### config.mk
export PLATFORM = sky130hd
export DESIGN_NAME = sw_rr_arbiter
export DESIGN_NICKNAME = d
export VERILOG_FILES = /design/src/rtl/sw_arb_pkg.sv /design/src/rtl/sw_rr_arbiter_pick.sv /design/src/rtl/sw_rr_arbiter.sv
export SDC_FILE = /design/constraint.sdc
export NUM_CORES = 1
export LEC_CHECK = 0
export CORE_UTILIZATION = 50
export CTS_CLUSTER_DIAMETER = 60
export DETAILED_ROUTE_END_ITERATION = 10
export GPL_ROUTABILITY_DRIVEN = 0
export GPL_TIMING_DRIVEN = 0
export HOLD_SLACK_MARGIN = 0.08
export PLACE_DENSITY_LB_ADDON = 0.2
export SLEW_MARGIN = 20
export SYNTH_ARGS = -nofsm -noshare
export SYNTH_HDL_FRONTEND = slang
export SYNTH_SLANG_ARGS = --single-unit
### constraint.sdc
create_clock -name clk -period 4.4 [get_ports clk]
set_input_delay 0.88 -clock clk [delete_from_list [all_inputs] [get_ports clk]]
set_output_delay 0.88 -clock clk [all_outputs]
set_load 0.005 [all_outputs]
### src/rtl/sw_arb_pkg.sv
// Shared types and constants for the switch round-robin arbiter.
// State encoding, button indices and quantum limits.
package sw_arb_pkg;

  typedef enum logic [1:0] {
    IDLE,
    GRANT,
    PAUSE
  } state_t;

  localparam int BTN_PAUSE = 0;
  localparam int BTN_SKIP  = 1;
  localparam int BTN_QUP   = 2;
  localparam int BTN_QDN   = 3;
  localparam int BTN_MODE  = 4;

  localparam int Q_MIN = 1;
  localparam int Q_MAX = 15;

endpackage

### src/rtl/sw_rr_arbiter_pick.sv
// Combinational winner selection over eight requesters.
// mode=0 rotates from last+1, mode=1 takes the highest set index.
module arb_pick (
  input  logic [7:0] req,
  input  logic [2:0] last,
  input  logic       mode,
  output logic [2:0] idx,
  output logic       any
);

  logic [2:0] j;

  always_comb begin
    idx = '0;
    j   = '0;
    any = |req;
    if (mode) begin
      for (int i = 0; i < 8; i++)
        if (req[i]) idx = 3'(i);
    end else begin
      // Walk offsets 8..1 so the nearest one after last wins.
      for (int i = 8; i >= 1; i--) begin
        j = last + 3'(i);
        if (req[j]) idx = j;
      end
    end
  end

endmodule

### src/rtl/sw_rr_arbiter.sv
// Quantum-based grant sequencer above the switch encoder.
// Synchronizes sw/btn, runs the grant FSM and drives the LEDs.
module sw_rr_arbiter
  import sw_arb_pkg::*;
#(
  parameter int N     = 8,
  parameter int QW    = 4,
  parameter int Q_RST = 4
) (
  input  logic          clk,
  input  logic          rst,
  input  logic [4:0]    btn,
  input  logic [N-1:0]  sw,
  output logic [N-1:0]  gnt,
  output logic [2:0]    gnt_idx,
  output logic          gnt_valid,
  output logic [15:0]   ledr
);

  logic [N-1:0]  sw_s1, sw_s2;
  logic [4:0]    btn_s1, btn_s2, btn_d, ev;
  logic [QW-1:0] quantum, cnt, cnt_n;
  logic          mode;
  logic [2:0]    last, last_n, idx_n;
  logic [N-1:0]  gnt_n;
  logic          vld_n;
  logic [2:0]    pick_idx;
  logic          pick_any;
  state_t        state, state_n;

  // Button events are registered, giving one extra edge of latency.
  always_ff @(posedge clk or negedge rst) begin
    if (!rst) begin
      sw_s1  <= '0;
      sw_s2  <= '0;
      btn_s1 <= '0;
      btn_s2 <= '0;
      btn_d  <= '0;
      ev     <= '0;
    end else begin
      sw_s1  <= sw;
      sw_s2  <= sw_s1;
      btn_s1 <= btn;
      btn_s2 <= btn_s1;
      btn_d  <= btn_s2;
      ev     <= btn_s2 & ~btn_d;
    end
  end

  always_ff @(posedge clk or negedge rst) begin
    if (!rst) begin
      quantum <= QW'(Q_RST);
      mode    <= 1'b0;
    end else begin
      if (ev[BTN_QUP] && !ev[BTN_QDN] &&
          quantum != QW'(Q_MAX))
        quantum <= quantum + QW'(1);
      else if (ev[BTN_QDN] && !ev[BTN_QUP] &&
               quantum != QW'(Q_MIN))
        quantum <= quantum - QW'(1);
      mode <= mode ^ ev[BTN_MODE];
    end
  end

  arb_pick u_pick (
    .req  (sw_s2),
    .last (last),
    .mode (mode),
    .idx  (pick_idx),
    .any  (pick_any)
  );

  always_ff @(posedge clk or negedge rst) begin
    if (!rst) begin
      state     <= IDLE;
      cnt       <= '0;
      gnt       <= '0;
      gnt_idx   <= '0;
      gnt_valid <= 1'b0;
      last      <= 3'd7;
    end else begin
      state     <= state_n;
      cnt       <= cnt_n;
      gnt       <= gnt_n;
      gnt_idx   <= idx_n;
      gnt_valid <= vld_n;
      last      <= last_n;
    end
  end

  always_comb begin
    state_n = state;
    cnt_n   = cnt;
    gnt_n   = gnt;
    idx_n   = gnt_idx;
    vld_n   = gnt_valid;
    last_n  = last;
    case (state)
      IDLE: begin
        if (ev[BTN_PAUSE]) begin
          state_n = PAUSE;
        end else if (pick_any) begin
          state_n = GRANT;
          cnt_n   = quantum;
          gnt_n   = N'(1) << pick_idx;
          idx_n   = pick_idx;
          vld_n   = 1'b1;
        end
      end
      GRANT: begin
        cnt_n = cnt - QW'(1);
        // Pausing keeps last so RR resumes at the same requester.
        if (ev[BTN_PAUSE]) begin
          state_n = PAUSE;
          gnt_n   = '0;
          vld_n   = 1'b0;
        end else if (ev[BTN_SKIP] || !sw_s2[gnt_idx] ||
                     cnt == QW'(1)) begin
          state_n = IDLE;
          last_n  = gnt_idx;
          gnt_n   = '0;
          vld_n   = 1'b0;
        end
      end
      PAUSE: begin
        if (ev[BTN_PAUSE]) state_n = IDLE;
      end
      default: begin
        state_n = IDLE;
        gnt_n   = '0;
        vld_n   = 1'b0;
      end
    endcase
  end

  assign ledr = {1'b0, state == PAUSE, mode, gnt_valid,
                 quantum[3:0], gnt[7:0]};

endmodule

==> metrics.yaml <==
layout:
  utilization: 0.626
  fin_area_mm2: 0.00423
  area_delta_synth_final_pct: 21.3
  diodes: 0
  layout.nets: 393
  drive_above_1_share: 0.186
timing:
  finalCritPeriodShare: 0.878
  final.min_clock_period_ps: 3860
  hold_viol: 0
  slew_headroom: 0.520
  fmax_mhz: 259
  worst_pin_slew_ps: 720
  rsz0062_at_grt: "no"
  setup_violations: 0
  slew_violations: 0
  tns_ps: 0
  finClkSkew_ps: 7.74
synth:
  async_flop_share: 1.00
  synth-seq-area-share: 0.446
  ys_types: 64
  synth_area_leaders: "dfrtp_1 42%, mux4_2 9.0%, mux2i_1 3.4%, nand2_1 3.2%, dfstp_2 3.0%"
  yosys_register_bits: 62
  syn_inst: 318
  yosys_most_used_dff: "dfrtp_1"
  syn_avg_cell_area_um2: 11.0
  synth_top_area_cell: "dfrtp_1"
  yosysTopAreaCellShare: 0.416
  ys.warnings.count: 0
  synth-edff-count: 0
  synthesis.nets: 340
  synth_area_mm2: 0.00349
worst_setup_path:
  path_class: "reg -> reg"
  r2r_cells: 11
  cp-start-kind: "flop"
  ff2ff_setup_slack_ps: 540
  cp.required_ps: 4640
  worstPathMaxFanout: 10
  r2r_end: "gnt[5]"
  crit_arrival_ps: 4100
  endpoint_kind: "flop"
  r2r-start: "last[1]"
die:
  start_util: 0.516
  die_w_um: 85.5
  fp.dieH_um: 85.5
  die_area_mm2: 0.00732
  rows: 30
  core_mm2: 0.00676
  boundaryPins: 43
power_and_ir_drop:
  irDropWorstVdd_mv: 0.329
  cellPowerDensity_mw_per_mm2: 735
  p_leak_nw: 1.78
clock_tree:
  post_cts_buffers: 0
  cts-resized-gates: 0
  cts_buffers: 9
  cts_tree: "done"
  htreeDepth: 3
  clock_sinks: 62
  cts.path.max_buffers: 2
  clock_latency_ps: 340
  postCtsHoldBufs: 0
  cts_root_buffer: "clkbuf_8"
  path_clk_slew_ps: 70
outcome:
  run_status: "finished, violations left"
  violations: "DRC"
run:
  max_cap_viol_count: 0
global_routing:
  grtUsageTotal: 0.224
  grt_max_degree: 51
  antenna_found_initial: 0
  grt_overflow: 0
  grt_pass1_vias: 2608
  grt_first_pass_wirelength_um: 12400
route:
  ant_nets: 0
  drc: 1
  vias: 2668
  drtIter0Drc: 143
  routed_wl_um: 7280
  wl_per_cell_um: 16.0
  dr.pass1.iters: 7
  via_per_inst: 5.85
place:
  port_buffers: 41
  post_dp_cell_area_mm2: 0.00403
  dp_hpwl_um: 5200
min_path:
  hold_path.class: "reg -> reg"
  min_to: "sw_s2[1]"
  hp-start: "sw_s1[1]"
  hold_depth: 0
per-layer routing:
metal  up-vias  part of all wire  global-route usage
met5         -                 0                   0
met3        12             0.056              0.0568
met1      1287              0.44               0.288
li1       1267                 -                   -
met2       102              0.49               0.364
met4         0             0.019              0.0924
worst max-delay path by stage:
| stage | slack, ps | end | startpoint | cells after the start |
|---|---|---|---|---|
| 3_5_place_dp | 580 | gnt[5] | last[1] | 11 |
| 5_1_grt | 320 | gnt[5] | last[1] | 11 |
| 3_3_place_gp | 600 | sw_s1[4] | rst | 1 |
| 6_report | 540 | gnt[5] | last[1] | 11 |
| 2_1_floorplan | 1130 | gnt[1] | last[1] | 11 |
| 4_1_cts | 560 | gnt[5] | last[1] | 11 |
state kept, by name (all words and copies together) (netlist names):
signal,count
quantum,4
mode,1
ev,5
state,2
cnt,4
gnt_idx,3
sw_s1,8
btn_s2,5
btn_d,5
gnt,8
btn_s1,5
last,3
sw_s2,8
gnt_valid,1
through the flow:
stage,hold slack [ps],std cells,power (mW),worst slack [ps]
after floorplan,331,318,2.06,1130
after CTS,351,456,3.12,564
after detailed placement,335,440,2.60,582
after global placement,331,439,2.55,598
final,346,456,3.11,536
after global routing,357,456,3.34,316
cells by family after synthesis:
family,after synthesis,share of synthesized area
AOI/OAI and AO/OA,78,0.167
xor gates and xnor gates,7,0.0176
adders and majority gates,7,0.0251
buffers and inverters,47,0.0696
DFF,62,0.446
muxes,34,0.159
other,1,0.00107
and+or+nand+nor,82,0.114
synthesized netlist by cell type, types with 2 or more instances:
master	instances
nor2b_1	8
a22oi_1	3
buf_2	5
a211o_1	4
a21boi_0	2
mux2_2	6
o221a_2	2
a21oi_1	11
nor3_1	6
o21bai_1	3
buf_6	2
nand2b_1	4
or3_1	2
xnor2_1	3
dfrtp_1	58
o21ai_1	3
clkbuf_1	12
and2_1	2
o21ai_0	10
o221ai_1	2
o211ai_1	3
a211oi_1	3
mux2i_1	12
buf_4	12
o41ai_1	2
nor2_1	17
nand3b_1	3
a2111o_1	2
a31oi_1	2
o22ai_1	2
ha_1	7
nand2_1	30
xor2_1	4
inv_1	16
mux4_1	2
dfstp_2	4
mux4_2	14
o31ai_1	9
where the power goes:
| group | internal (mW) | leakage, nW | switching [mW] |
|---|---|---|---|
| combinational | 0.877 | 0.946 | 0.875 |
| clock | 0.279 | 0.0951 | 0.227 |
| sequential | 0.715 | 0.742 | 0.137 |
| total | 1.87 | 1.78 | 1.24 |
cell type report:
| cell class | instances | area [µm²] |
|---|---|---|
| multi-input combinational | 209 | 1690 |
| clock buffer | 10 | 138 |
| sequential | 62 | 1560 |
| buffer | 31 | 183 |
| tap | 80 | 100 |
| inverter | 16 | 60.1 |
| clock inverter | 6 | 70.1 |
| fill | 545 | 2520 |
| timing repair buffer | 42 | 435 |
critical path, cell delays in order (launching register included):
cell and delay (ps):
dfstp_2 530, buf_2 230, buf_2 270, inv_1 180
ha_1 430, mux4_2 590, and2_1 180, a2111oi_0 520
o21ai_0 180, a21boi_1 230, a41oi_2 90, o31ai_1 310
cell usage in the layout (no fill, tap or decap), types with 8 or more instances in the layout:
cell	n
mux4_2	14
clkbuf_1	12
nor2_1	17
o21ai_0	10
nand2_1	30
a21oi_1	11
o31ai_1	9
clkdlybuf4s50_1	40
mux2i_1	12
clkbuf_8	10
inv_1	16
dfrtp_1	58
buf_4	13
nor2b_1	8
Power figures use the tool's default switching activity.
